[src/rtl/add_seq_pkg.sv]
// Shared types and sizing helpers for the sequential wide adder.
// The ADD_SEQ_OVF_EN macro (used by the other files) adds the signed-overflow output.
package add_seq_pkg;

  typedef enum logic [1:0] {
    IDLE = 2'd0,
    RUN  = 2'd1,
    DONE = 2'd2
  } state_t;

  localparam int ADD_SEQ_WIDTH = 100;
  localparam int ADD_SEQ_CHUNK = 25;

  function automatic int calc_nchunk(input int width, input int chunk);
    return width / chunk;
  endfunction

  // A single-slice build still needs a 1-bit index register.
  function automatic int calc_idx_w(input int nchunk);
    return (nchunk > 1) ? $clog2(nchunk) : 1;
  endfunction

endpackage

[src/rtl/add_chunk.sv]
// Combinational CHUNK-bit slice adder; c_msb is the carry into the slice MSB,
// consumed by the signed-overflow logic when ADD_SEQ_OVF_EN is defined.
module add_chunk
  import add_seq_pkg::*;
#(
  parameter int CHUNK = ADD_SEQ_CHUNK
) (
  input  logic [CHUNK-1:0] a,
  input  logic [CHUNK-1:0] b,
  input  logic             cin,
  output logic [CHUNK-1:0] sum,
  output logic             cout,
  output logic             c_msb
);

  logic [CHUNK:0] w_full;

  assign w_full = {1'b0, a} + {1'b0, b} + {{CHUNK{1'b0}}, cin};
  assign sum    = w_full[CHUNK-1:0];
  assign cout   = w_full[CHUNK];
  // The MSB sum bit is a ^ b ^ carry-in, so the carry-in falls out by XOR.
  assign c_msb  = a[CHUNK-1] ^ b[CHUNK-1] ^ w_full[CHUNK-1];

endmodule

[src/rtl/add_seq100.sv]
// Multi-cycle wide adder: one CHUNK slice per clock, LSB first, valid/ready on both sides.
// Define ADD_SEQ_OVF_EN to add the registered signed-overflow output ovf.
//
// state | meaning
// IDLE  | in_ready high, waiting for an operand bundle
// RUN   | adding slice k each cycle, carry held in r_carry
// DONE  | out_valid high, result held until out_ready
module add_seq100
  import add_seq_pkg::*;
#(
  parameter int WIDTH = ADD_SEQ_WIDTH,
  parameter int CHUNK = ADD_SEQ_CHUNK
) (
  input  logic             clk,
  input  logic             rst_n,
  input  logic             in_valid,
  output logic             in_ready,
  input  logic [WIDTH-1:0] a,
  input  logic [WIDTH-1:0] b,
  input  logic             cin,
  output logic             out_valid,
  input  logic             out_ready,
  output logic [WIDTH-1:0] sum,
  output logic             cout
`ifdef ADD_SEQ_OVF_EN
  ,
  output logic             ovf
`endif
);

  localparam int NCHUNK = calc_nchunk(WIDTH, CHUNK);
  localparam int KW     = calc_idx_w(NCHUNK);
  localparam logic [KW-1:0] K_LAST = KW'(NCHUNK - 1);

  if (WIDTH % CHUNK != 0) begin : g_bad_chunk
    $error("add_seq100: WIDTH must be an integer multiple of CHUNK");
  end

  state_t           r_state;
  logic [KW-1:0]    r_k;
  logic [WIDTH-1:0] r_a;
  logic [WIDTH-1:0] r_b;
  logic             r_carry;
  logic [CHUNK-1:0] r_sum_sl [NCHUNK];
  logic             r_cout;
  logic             r_out_valid;
  logic             r_in_ready;

  logic [CHUNK-1:0] w_s;
  logic             w_c;
`ifdef ADD_SEQ_OVF_EN
  logic             w_cmsb;
  logic             r_ovf;
`else
  logic             w_cmsb_unused;
`endif

  // Operand registers shift right each RUN cycle, so the active slice is always the low CHUNK bits.
  add_chunk #(.CHUNK(CHUNK)) u_chunk (
    .a     (r_a[CHUNK-1:0]),
    .b     (r_b[CHUNK-1:0]),
    .cin   (r_carry),
    .sum   (w_s),
    .cout  (w_c),
`ifdef ADD_SEQ_OVF_EN
    .c_msb (w_cmsb)
`else
    .c_msb (w_cmsb_unused)
`endif
  );

  always_ff @(posedge clk) begin
    if (!rst_n) begin
      r_state     <= IDLE;
      r_k         <= '0;
      r_a         <= '0;
      r_b         <= '0;
      r_carry     <= 1'b0;
      r_cout      <= 1'b0;
      r_out_valid <= 1'b0;
      r_in_ready  <= 1'b0;
      for (int j = 0; j < NCHUNK; j++) r_sum_sl[j] <= '0;
    end else begin
      case (r_state)
        IDLE: begin
          if (r_in_ready && in_valid) begin
            r_a        <= a;
            r_b        <= b;
            r_carry    <= cin;
            r_k        <= '0;
            r_in_ready <= 1'b0;
            r_state    <= RUN;
          end else begin
            r_in_ready <= 1'b1;
          end
        end
        RUN: begin
          for (int j = 0; j < NCHUNK; j++) begin
            if (r_k == KW'(j)) r_sum_sl[j] <= w_s;
          end
          r_carry <= w_c;
          r_a     <= r_a >> CHUNK;
          r_b     <= r_b >> CHUNK;
          r_k     <= r_k + KW'(1);
          if (r_k == K_LAST) begin
            r_cout      <= w_c;
            r_out_valid <= 1'b1;
            r_state     <= DONE;
          end
        end
        DONE: begin
          if (out_ready) begin
            r_out_valid <= 1'b0;
            r_in_ready  <= 1'b1;
            r_state     <= IDLE;
          end
        end
        default: begin
          r_out_valid <= 1'b0;
          r_in_ready  <= 1'b0;
          r_state     <= IDLE;
        end
      endcase
    end
  end

`ifdef ADD_SEQ_OVF_EN
  always_ff @(posedge clk) begin
    if (!rst_n) begin
      r_ovf <= 1'b0;
    end else if (r_state == RUN && r_k == K_LAST) begin
      r_ovf <= w_c ^ w_cmsb;
    end
  end

  assign ovf = r_ovf;
`endif

  for (genvar g = 0; g < NCHUNK; g++) begin : g_sum
    assign sum[g*CHUNK +: CHUNK] = r_sum_sl[g];
  end

  assign in_ready  = r_in_ready;
  assign out_valid = r_out_valid;
  assign cout      = r_cout;

endmodule

[config.mk]
export PLATFORM = sky130hd
export DESIGN_NAME = add_seq100
export DESIGN_NICKNAME = d
export VERILOG_FILES = /design/src/rtl/add_seq_pkg.sv /design/src/rtl/add_chunk.sv /design/src/rtl/add_seq100.sv
export SDC_FILE = /design/constraint.sdc
export NUM_CORES = 1
export LEC_CHECK = 0
export ABC_AREA = 1
export CORE_MARGIN = 2
export CORE_UTILIZATION = 40
export CTS_CLUSTER_DIAMETER = 80
export DETAILED_ROUTE_END_ITERATION = 8
export PLACE_DENSITY = 0.69
export RECOVER_POWER = 100
export SETUP_SLACK_MARGIN = 0.1
export SYNTH_ARGS = -nofsm -noshare
export SYNTH_HDL_FRONTEND = slang
export SYNTH_SLANG_ARGS = --single-unit
[constraint.sdc]
create_clock -name clk -period 2.2 [get_ports clk]
set_input_delay 0.44 -clock clk [delete_from_list [all_inputs] [get_ports clk]]
set_output_delay 0.44 -clock clk [all_outputs]
set_load 0.02 [all_outputs]
==> results of run 1 <==
-- power groups by stage --
stage	sequential (mW)	clock, mW	combinational [mW]
global route	6.69	6.10	3.18
detailed placement	6.74	0	2.71
CTS	6.63	5.87	2.78
global placement	6.74	0	2.68
floorplan	6.75	0	1.47
finish	6.64	5.80	2.91
-- cell usage after synthesis (2+ instances only) --
cell | count | area, um2
clkbuf_1 | 50 | 187.7
and2_1 | 3 | 18.77
ha_1 | 28 | 350.3
xor2_1 | 4 | 35.03
nand2_1 | 572 | 2147
inv_1 | 80 | 300.3
nor3_1 | 3 | 15.01
nand3_1 | 25 | 125.1
o21bai_1 | 2 | 15.01
a21oi_1 | 71 | 355.3
nor2_1 | 129 | 484.2
xnor2_1 | 9 | 78.83
a31oi_1 | 150 | 938.4
o21ai_0 | 24 | 120.1
edfxtp_1 | 100 | 3003
nand4_1 | 11 | 68.82
buf_2 | 43 | 215.2
buf_4 | 13 | 97.59
fa_1 | 2 | 40.04
dfxtp_1 | 208 | 4164
o21a_1 | 2 | 15.01
o21ai_1 | 130 | 650.6
inv_2 | 3 | 11.26
nand3b_1 | 3 | 22.52
-- kinds of logic after synthesis --
family | count (synthesis)
AND/OR/NAND/NOR | 750
AO/OA/AOI/OAI | 382
flip-flops | 308
buffers and inverters | 192
adder cells (fa/ha/maj) | 30
XOR/XNOR | 13
-- registers in the layout, indices dropped and copies added (netlist names) --
signal / count
r_b: 100
in_ready: 1
r_carry: 1
out_valid: 1
r_state: 2
r_sum_sl: 100
r_k: 2
r_a: 100
cout: 1
-- per-stage QoR --
step	instance area [um2]	TNS [ns]	utilization	power [mW]	cells
detailed placement	17160	-1.309	0.5131	9.451	2366
finish	18800	-1.303	0.5622	15.35	2440
global placement	17160	-0.009820	0.5131	9.415	2366
CTS	18480	-1.255	0.5524	15.28	2432
floorplan	13560	0	-	8.220	1675
global route	18800	-9.587	0.5619	15.97	2437
-- layout make-up --
cell class,count,area share
antenna,3,0.0003993
tap,448,0.02981
inverter,85,0.01697
clock buffer,45,0.05124
clock inverter,17,0.01005
sequential,308,0.3818
multi-input combinational,1175,0.3211
timing repair buffer,359,0.1886
-- worst min-delay path, delay by kind of cell --
kind	cells	cell delay [ns]
AO/OA/AOI/OAI	2	0.13
buffers and inverters	1	0.18
-- metal layers --
layer	vias to the layer above	global-route usage	wire length, um	part of all wire
met5	-	0	39	0.00095
met4	6	0.06148	902	0.022
met3	62	0.05297	3018	0.073
met2	417	0.3733	19290	0.47
met1	5619	0.2940	17870	0.43
li1	6210	-	-	-
-- what timing repair did --
action / in CTS / in global routing
buffers inserted: 5 / 5
resized for setup: 33 / 82
endpoints found under the setup margin: 58 / 79
endpoints found under the hold margin: 0 / 0
pin swaps: 17 / 27
-- worst paths after layout --
kind,to,slack (ns),cells past startpoint
worst max register to register,r_sum_sl[0][8],-0.07,12
worst min register to register,r_a[93],0.46,2
worst min-delay path,r_k[0],0.29,3
worst max-delay path,r_sum_sl[0][8],-0.07,12
==> flow_metrics.tcl, run 1 <==
set metrics [dict create \
    yosysWarnings 0 \
    p_seq_frac 0.433 \
    setup_viol 35 \
    syn-num-nets 1910 \
    violations "setup timing" \
    drtPass1Iterations 5 \
    worst-path-max-fanout 4 \
    hold_class "primary input to flop" \
    power_density_nw_per_um2 816.6 \
    cp_slowest_cell "fa_2" \
    min_from "rst_n" \
    grt_pass1_vias 11761 \
    clock_latency_ns 0.52 \
    finalMaxSlewViolations 0 \
    synth_xor_area_frac 0.008408 \
    ctsHoldBuffers 0 \
    antenna_found_initial 5 \
    place.gp.congestion 0.9038 \
    status "finished with violations" \
    critPathBufInv 4 \
    grt_start_max_net_pins 148 \
    drive_above_1_share 0.1081 \
    ys.flop_type "dfxtp_1" \
    relSlewSlack 0.4918 \
    place_hpwl_um 29250 \
    numCtsBuffers 34 \
    synth.area.mux_share 0 \
    rsz0062_at_grt "yes" \
    finalCritPeriodShare 1.032 \
    cts_tree "done" \
    clockBufferDepth 3 \
    finalCriticalPeriod_ns 2.270 \
    drc 0 \
    worstReg2RegStart "r_a[0]" \
    synth_seq_area_share 0.5292 \
    ys_ff_latch 308 \
    area_growth_syn_to_layout_pct 38.85 \
    ys_async_sr_fraction 0 \
    final_common_cell "nand2_1" \
    tightest_slew_ns 0.7622 \
    core_um2 33450 \
    cp_top_family "adder cells" \
    numClockSinks 308 \
    required_ns 2.43 \
    crit_type "flop to flop" \
    synth_compound_area_frac 0.1562 \
    synth_top_family_by_area "simple AND/OR/NAND/NOR gates" \
    grt_usage 0.2250 \
    critPathMaxStageDelay_ns 0.42 \
    die_area_um2 35340 \
    fp-row-count 67 \
    power_frac_comb 0.190 \
    port_buffers 307 \
    design.final.nets 2198 \
    vias 12314 \
    dr.first_iter.drc_count 818 \
    path_clk_slew_ns 0.06 \
    crit_chain "inv_2, fa_2, fa_2, inv_2, nand3_2, nand3_4, nand2_4, nand2_4, buf_4, buf_6, xnor2_4, nor2_1" \
    layout_common_cells "547 x nand2_1, 306 x clkdlybuf4s50_1, 199 x dfxtp_1" \
    p_int_mw 11.07 \
    switchingPower_mw 4.287 \
    drt_wl_total_um 41120 \
    critical_path.startpoint "r_a[0]" \
    final-seq-area_um2 7178 \
    overflow 0 \
    crit_arrival_ns 2.50 \
    ioPinCount 308 \
    synth_cells 1675 \
    ys_types 34 \
    cts-root-buf "clkbuf_16" \
    skew_ns 0.01783 \
    synth_fa_ha_area_frac 0.02883 \
    cp-end-kind "flop" \
    avgSynthCellArea_um2 8.085 \
    maxCapViolations 0 \
    layout_setup_ws_ns -0.06977 \
    wl_per_cell_um 16.85 \
    pwr-share-clk 0.378 \
    start_util 0.4049 \
    h-tree-depth 2 \
    multiInputGateArea_um2 6038 \
    synth_edf_count 100 \
    ir_drop_v 0.0004942 \
    clock.fmax_mhz 440.6 \
    fillers 3030 \
    grt_pass1_wl_um 63360 \
    die_w_um 188.0 \
    switching_share 0.2792 \
    hold_violations 0 \
    die_h_um 188.0 \
    synth-simple-area-share 0.2163 \
    worst_hold_slack_ns 0.2876 \
    ant_nets 0 \
    vias_per_cell 5.047 \
    start_kind "flop" \
    dpl_worst_slack_ns -0.09641 \
    synth_area_um2 13540 \
    leakage_nw 7.367 \
]
No activity file was read; power rests on OpenSTA's default activity.
==> inputs of run 2 (changes only) <==
Settings changed: GPL_TIMING_DRIVEN from default to 0, SKIP_LAST_GASP from default to 1, SLEW_MARGIN from default to 10.
==> flow_metrics.tcl, run 2 (synthesized netlist as in run 1, its figures left out) <==
set metrics [dict create \
    status "finished with violations" \
    violations "setup timing" \
    cts-root-buf "clkbuf_16" \
    ir_drop_v 0.0006096 \
    core_um2 33450 \
    p_int_mw 10.56 \
    switching_share 0.2867 \
    power_frac_comb 0.198 \
    antenna_found_initial 8 \
    cts_tree "done" \
    ant_nets 0 \
    grt_pass1_vias 12501 \
    grt_start_max_net_pins 26 \
    reg_top3 "r_a: 100 flops, r_b: 100 flops, r_sum_sl: 100 flops" \
    finalMaxSlewViolations 0 \
    cp-end-kind "flop" \
    worstReg2RegStart "r_a[0]" \
    leakage_nw 7.336 \
    fp-row-count 67 \
    power_mw 14.80 \
    final_common_cell "nand2_1" \
    clockBufferDepth 3 \
    pwr-share-clk 0.353 \
    maxCapViolations 0 \
    wl_per_cell_um 17.40 \
    dp_cells 2429 \
    numClockSinks 308 \
    worstHoldPathCells 3 \
    grt_usage 0.2404 \
    grt_pass1_wl_um 66990 \
    port_buffers 306 \
    tightest_slew_ns 0.7945 \
    r2r_end "r_sum_sl[0][16]" \
    crit_arrival_ns 2.56 \
    clock_latency_ns 0.57 \
    hold_class "primary input to flop" \
    rr_worst_depth 12 \
    tns_ns -0.4751 \
    required_ns 2.50 \
    finalInstanceArea_um2 18700 \
    switchingPower_mw 4.243 \
    layout_common_cells "550 x nand2_1, 306 x clkdlybuf4s50_1, 201 x dfxtp_1" \
    crit_type "flop to flop" \
    clock.fmax_mhz 441.2 \
    place_hpwl_um 34260 \
    hold_end "r_k[1]" \
    die_area_um2 35340 \
    layout_setup_ws_ns -0.06665 \
    die_w_um 188.0 \
    p_seq_frac 0.448 \
    vias 12701 \
    drtPass1Iterations 6 \
    worst-path-max-fanout 4 \
    hold_violations 0 \
    min_from "rst_n" \
    vias_per_cell 5.076 \
    drive_above_1_share 0.1048 \
    finalCriticalPeriod_ns 2.267 \
    rsz0062_at_grt "yes" \
    reg2reg_slack_ns -0.07 \
    drc 0 \
    ioPinCount 308 \
    dr.first_iter.drc_count 747 \
    start_util 0.4049 \
    worst_hold_slack_ns 0.4074 \
    drt_wl_total_um 43530 \
    place.gp.congestion 0.9072 \
    placed_area_um2 17190 \
    relSlewSlack 0.4684 \
    power_density_nw_per_um2 791.4 \
    finalNonFillerCells 2502 \
    skew_ns 0.01572 \
    area_growth_syn_to_layout_pct 38.11 \
    setup_viol 16 \
    design.final.nets 2263 \
    start_kind "flop" \
    h-tree-depth 1 \
    die_h_um 188.0 \
    path_clk_slew_ns 0.07 \
    finalCritPeriodShare 1.030 \
    overflow 0 \
    numCtsBuffers 31 \
]
## run 2: critical path: stages, from the launching register on
cell	delay (ns)
dfxtp_2	0.33
inv_2	0.04
fa_2	0.41
fa_2	0.36
inv_2	0.07
nand3_2	0.06
nand3_2	0.09
nand2_1	0.08
nand2_2	0.12
a21oi_2	0.07
xor2_1	0.15
buf_4	0.17
nor2_2	0.04
## run 2: repair_timing
item                       4_1_cts  5_1_grt
hold buffers                     0        0
setup endpoints to repair      167      154
pin swaps                       17       18
resized for setup               41       64
gates cloned                     0        0
hold endpoints to repair         0        0
buffers inserted                 9        6
## run 2: power groups by stage
stage | sequential (mW) | combinational, mW | clock (mW)
floorplan | 6.75 | 1.47 | 0
global placement | 6.73 | 2.67 | 0
detailed placement | 6.74 | 2.71 | 0
CTS | 6.62 | 2.82 | 5.28
global route | 6.68 | 3.21 | 5.51
finish | 6.64 | 2.93 | 5.23
## run 2: worst max-delay path by stage
stage	startpoint	to	slack [ns]	cells past startpoint
2_1_floorplan	r_a[0]	r_sum_sl[3][16]	0.11	11
3_3_place_gp	rst_n	r_sum_sl[2][23]	-0.59	4
3_5_place_dp	rst_n	r_sum_sl[0][21]	-0.63	4
4_1_cts	r_b[0]	r_sum_sl[1][16]	-0.09	12
5_1_grt	r_a[0]	r_sum_sl[0][16]	-0.16	12
6_report	r_a[0]	r_sum_sl[0][16]	-0.07	12
## run 2: metrics by stage
step	setup WS, ns	util
2_1_floorplan	0.1123	-
6_report	-0.06665	0.5592
4_1_cts	-0.09095	0.5513
5_1_grt	-0.1556	0.5591
3_5_place_dp	-0.6263	0.5139
3_3_place_gp	-0.5930	0.5138
## run 2: cell type report
type	count	area, um2
diodes	2	5.005
plain buffers	107	499.2
clock buffers	41	858.3
clock inverters	16	156.4
fillers	3086	14750
inverters	85	321.6
multi-input cells	1175	5951
flip-flops and latches	308	7176
well taps	448	560.5
repair buffers	320	3176
## run 2: metal layers
metal / part of all wire / vias to the layer above / global-route usage
met5: 0.0015 / - / 0
met4: 0.033 / 10 / 0.07874
met3: 0.066 / 87 / 0.04585
met2: 0.48 / 484 / 0.4191
met1: 0.42 / 5775 / 0.2988
li1: - / 6345 / -
